===== src/rtl/kpn_fifo_channel.sv =====
// rtl/kpn_fifo_channel.sv - parametrised single-clock KPN FIFO channel with status, error and FWFT support
module kpn_fifo_channel #(
  parameter int BITS_NUMBER        = 16,
  parameter int FIFO_ELEMENTS      = 5,
  parameter int ALMOST_FULL_LEVEL  = 28,
  parameter int ALMOST_EMPTY_LEVEL = 4,
  parameter int FWFT               = 0
) (
  input  logic                     clk,
  input  logic                     rst_n,
  input  logic                     wr,
  input  logic [BITS_NUMBER-1:0]   entry_1,
  input  logic                     rd,
  output logic [BITS_NUMBER-1:0]   output_1,
  output logic                     output_valid,
  output logic                     full,
  output logic                     empty,
  output logic                     almost_full,
  output logic                     almost_empty,
  output logic [FIFO_ELEMENTS:0]   count,
  output logic                     overflow,
  output logic                     underflow,
  input  logic                     clr_err
);

  localparam int DEPTH = 1 << FIFO_ELEMENTS;
  localparam logic [FIFO_ELEMENTS:0] DEPTH_C = (FIFO_ELEMENTS+1)'(DEPTH);
  localparam logic [FIFO_ELEMENTS:0] AF_C    = (FIFO_ELEMENTS+1)'(ALMOST_FULL_LEVEL);
  localparam logic [FIFO_ELEMENTS:0] AE_C    = (FIFO_ELEMENTS+1)'(ALMOST_EMPTY_LEVEL);

  logic [BITS_NUMBER-1:0]   mem [DEPTH];
  logic [FIFO_ELEMENTS-1:0] w_ptr;
  logic [FIFO_ELEMENTS-1:0] r_ptr;
  logic                     rd_fire;
  logic                     wr_fire;

  // Flags are pure decodes of the registered occupancy so they move with count.
  assign full         = (count == DEPTH_C);
  assign empty        = (count == '0);
  assign almost_full  = (count >= AF_C);
  assign almost_empty = (count <= AE_C);

  // A pop frees a slot in the same cycle, so a full FIFO still accepts a write alongside a read.
  assign rd_fire = rd & ~empty;
  assign wr_fire = wr & (~full | rd_fire);

  // Storage array; contents intentionally survive reset.
  always_ff @(posedge clk) begin
    if (wr_fire) mem[w_ptr] <= entry_1;
  end

  // Pointers advance on accepted operations and wrap at the power-of-two depth.
  always_ff @(posedge clk or negedge rst_n) begin
    if (!rst_n) begin
      w_ptr <= '0;
      r_ptr <= '0;
    end else begin
      if (wr_fire) w_ptr <= w_ptr + 1'b1;
      if (rd_fire) r_ptr <= r_ptr + 1'b1;
    end
  end

  // Occupancy tracks net accepted writes minus accepted reads.
  always_ff @(posedge clk or negedge rst_n) begin
    if (!rst_n) begin
      count <= '0;
    end else begin
      case ({wr_fire, rd_fire})
        2'b10:   count <= count + 1'b1;
        2'b01:   count <= count - 1'b1;
        default: count <= count;
      endcase
    end
  end

  // Sticky error flags; a new error in the clearing cycle takes priority over the clear.
  always_ff @(posedge clk or negedge rst_n) begin
    if (!rst_n) begin
      overflow  <= 1'b0;
      underflow <= 1'b0;
    end else begin
      if (clr_err) begin
        overflow  <= 1'b0;
        underflow <= 1'b0;
      end
      if (wr & ~wr_fire) overflow  <= 1'b1;
      if (rd & empty)    underflow <= 1'b1;
    end
  end

  generate
    if (FWFT != 0) begin : g_fwft
      // Head word is presented continuously; rd only acknowledges it.
      assign output_1     = mem[r_ptr];
      assign output_valid = ~empty;
    end else begin : g_std
      // Registered read: data appears the cycle after the pop and holds until the next pop.
      always_ff @(posedge clk or negedge rst_n) begin
        if (!rst_n) begin
          output_1     <= '0;
          output_valid <= 1'b0;
        end else begin
          output_valid <= rd_fire;
          if (rd_fire) output_1 <= mem[r_ptr];
        end
      end
    end
  endgenerate

endmodule


===== config.mk =====
export PLATFORM = sky130hd
export DESIGN_NAME = kpn_fifo_channel
export DESIGN_NICKNAME = d
export VERILOG_FILES = /design/src/rtl/kpn_fifo_channel.sv
export SDC_FILE = /design/constraint.sdc
export NUM_CORES = 1
export LEC_CHECK = 0
export BUFFER_PORTS_ARGS = -buffer_cell sky130_fd_sc_hd__buf_2
export CORE_UTILIZATION = 60
export DETAILED_ROUTE_END_ITERATION = 16
export GPL_ROUTABILITY_DRIVEN = 0
export MAX_ROUTING_LAYER = met4
export PLACE_DENSITY = 0.86
export RECOVER_POWER = 25
export SLEW_MARGIN = 15
export SYNTH_ARGS = -nofsm -noshare
export SYNTH_HDL_FRONTEND = slang
export SYNTH_SLANG_ARGS = --single-unit
export TNS_END_PERCENT = 100

===== constraint.sdc =====
create_clock -name clk -period 3.22 [get_ports clk]
set_input_delay 0.322 -clock clk [delete_from_list [all_inputs] [get_ports clk]]
set_output_delay 0.322 -clock clk [all_outputs]
set_load 0.01 [all_outputs]

==> flow_summary.ini <==
[outcome]
run_status = finished with violations
violations = capacitance limit, slew limit

[synthesis]
syn-cell-area_mm2 = 0.0214
ys_types = 47
ys.flop_type = edfxtp_1
synth_top_area_share_pct = 71.9
yosysWarnings = 0
syn-instance-count = 1055
syn_area_per_cell_um2 = 20.3
yosys.area.top_type = edfxtp_1
synth-edff-count = 512
synth_seq_cells = 547
syn_nets = 1086
ys_seq_area_share_pct = 76.0
synth_area_leaders = edfxtp_1 72%, mux4_2 12%, dfrtp_1 4.1%, mux2i_1 1.5%, nor2_1 1.4%
async_flop_share_pct = 6.40

[sta]
holdWs_ns = 0.0103
min_period_ns = 2.90
finalSetupTns_ns = 0
rsz0062_at_grt = false
final-setup-viol-count = 0
worst-slew-pin-transition_ns = 1.65
slew_headroom_pct = -10.2
maxSlewViolCount = 429
fmax_mhz = 345
min_period_over_period_pct = 90.1
hold_viol = 0
fin_worst_skew_ns = 0.0343

[setup_path]
ff2ff_path_depth = 10
critPathMaxStageDelay_ns = 0.54
crit_type = reg2reg
crit_family = compound AO/OA/AOI/OAI gates
path_cells = nor3_1, a21oi_4, nand2_1, inv_2, ha_1, a211oi_1, o21bai_1, a2111oi_0, a211oi_1, a221o_1
critPathRequiredTime_ns = 3.68
worst_setup_path_start_kind = flop
cp_slowest_cell = nor3_1
rr_endpoint = count[5]
path_max_fanout = 5
crit_path_frequent_cell = a211oi_1
rrSetupSlack_ns = 0.32
cp_data_arrival_time_ns = 3.36
cp_num_buf_inv = 1
r2r_start = count[1]
crit_path_end_kind = flop

[routing]
routed_wl_mm = 52.4
wl_per_cell_um = 31.7
via_per_inst = 6.98
dr.first_iter.drc_count = 1780
drtPass1Iterations = 6
drc_errors = 0
ant_nets = 0
dr_total_vias = 11500

[die]
start_util_pct = 61.5
die_area_mm2 = 0.0364
std_cell_rows = 68
die_h_um = 191
design.core.area_mm2 = 0.0348
ioPinCount = 50
die_w_um = 191

[clocking]
clock_path_buffers = 3
path_clk_slew_ns = 0.06
tritoncts = built
h-tree-depth = 2
clock_sinks = 547
cts-hold-fix-buffers = 2
cts_setup_buffers = 0
cts_resized = 0
cts-root-buf = clkbuf_16
cts-buffers-inserted = 50
clock_latency_ns = 0.58

[grt]
grt_usage_pct = 30.4
antenna_found_initial = 0
grt_pass1_wl_mm = 76.6
grt_pass1_vias = 11700
grt_max_degree = 50
overflow = 0

[placed_design]
dpl.hpwl_mm = 28.6
io_buffers = 49

[layout]
fin_nets = 1190
layout_commonest_cell = edfxtp_1
areaGrowthSynthToFinish_pct = 12.1
diodes = 0
final_cell_mix = 512 x edfxtp_1, 114 x mux4_2, 81 x nor2_1
drive_above_1_share_pct = 25.4

[min_path]
min_delay_path_depth = 2
worstHoldStart = rd
min_path_type = in2reg
hold-path-endpoint = overflow

[pwr]
power_density_mw_per_mm2 = 877
ir_drop_mv = 0.771
power.leakage_nw = 7.92

[job]
drv_cap = 13
==> cell families after synthesis <==
| logic type | share of synthesized area, % |
|---|---|
| adder cells (fa/ha/maj) | 0.620 |
| AO/OA/AOI/OAI | 3.99 |
| multiplexers | 14.6 |
| AND/OR/NAND/NOR | 2.60 |
| XOR/XNOR | 0.450 |
| flip-flops | 76.0 |
| buffers and inverters | 1.80 |
==> area by class of cell <==
class	count	area, um2
Inverter	13	48.8
Multi-Input combinational cell	434	4770
Timing Repair Buffer	113	788
Sequential cell	547	16300
Tap cell	455	569
Clock buffer	63	1340
Fill cell	1929	10800
Clock inverter	29	204
==> routing by layer <==
metal	GRT usage (%)	vias up	wire length (um)
met5	-	-	0
met4	12.3	0	2510
met3	4.44	200	6360
met2	48.0	995	25600
met1	40.3	5807	18000
li1	-	4535	-
==> worst reg2reg max path: cells and delay by family (launching register included) <==
kind,cells,cell delay [ns]
adder cells (fa/ha/maj),1,0.30
AO/OA/AOI/OAI,6,1.32
buffers and inverters,1,0.08
flip-flops,1,0.43
AND/OR/NAND/NOR,2,0.68
==> stage by stage <==
| step | worst slack (ns) | power, mW | cells | area (um2) | util, % |
|---|---|---|---|---|---|
| floorplan | 0.665 | 13.1 | 1055 | 21400 | - |
| global placement | 0.451 | 14.9 | 1560 | 22400 | 64.5 |
| detailed placement | 0.359 | 15.2 | 1560 | 22400 | 64.5 |
| CTS | 0.335 | 21.0 | 1654 | 24000 | 69.0 |
| global route | 0.214 | 21.6 | 1654 | 24000 | 68.9 |
| finish | 0.318 | 21.0 | 1654 | 24000 | 68.9 |
==> state kept, by name, summed over array words and instances, names as in the netlist <==
name,cells
count,6
mem,512
output_1,16
output_valid,1
overflow,1
r_ptr,5
underflow,1
w_ptr,5
==> report_power, final <==
part,switching [mW],internal [mW],leakage (nW),total (mW)
registers,0.618,8.40,5.01,9.02
clock network,2.52,3.18,0.762,5.70
logic,3.51,2.79,2.14,6.30
total,6.65,14.4,7.92,21.0
==> synthesized netlist by cell type, types with 9 or more instances <==
| cell type | instances |
|---|---|
| a221o_1 | 16 |
| clkbuf_1 | 35 |
| mux2_2 | 17 |
| nand2_1 | 28 |
| a21oi_1 | 20 |
| ha_1 | 9 |
| inv_1 | 12 |
| a221oi_1 | 15 |
| edfxtp_1 | 512 |
| dfrtp_1 | 35 |
| buf_2 | 14 |
| mux2i_1 | 32 |
| nor2_1 | 82 |
| o211ai_1 | 15 |
| a22o_1 | 15 |
| mux4_2 | 114 |
| xnor2_1 | 10 |
| a31oi_1 | 15 |
==> worst max-delay path by stage <==
stage	start	endpoint	cells after the start
final	count[1]	count[5]	10
after global routing	count[1]	count[5]	10
after CTS	count[1]	count[5]	10
after detailed placement	count[1]	count[5]	10
after global placement	count[1]	count[5]	10
after floorplan	count[1]	count[5]	10
No activity file was read; power rests on OpenSTA's default activity.
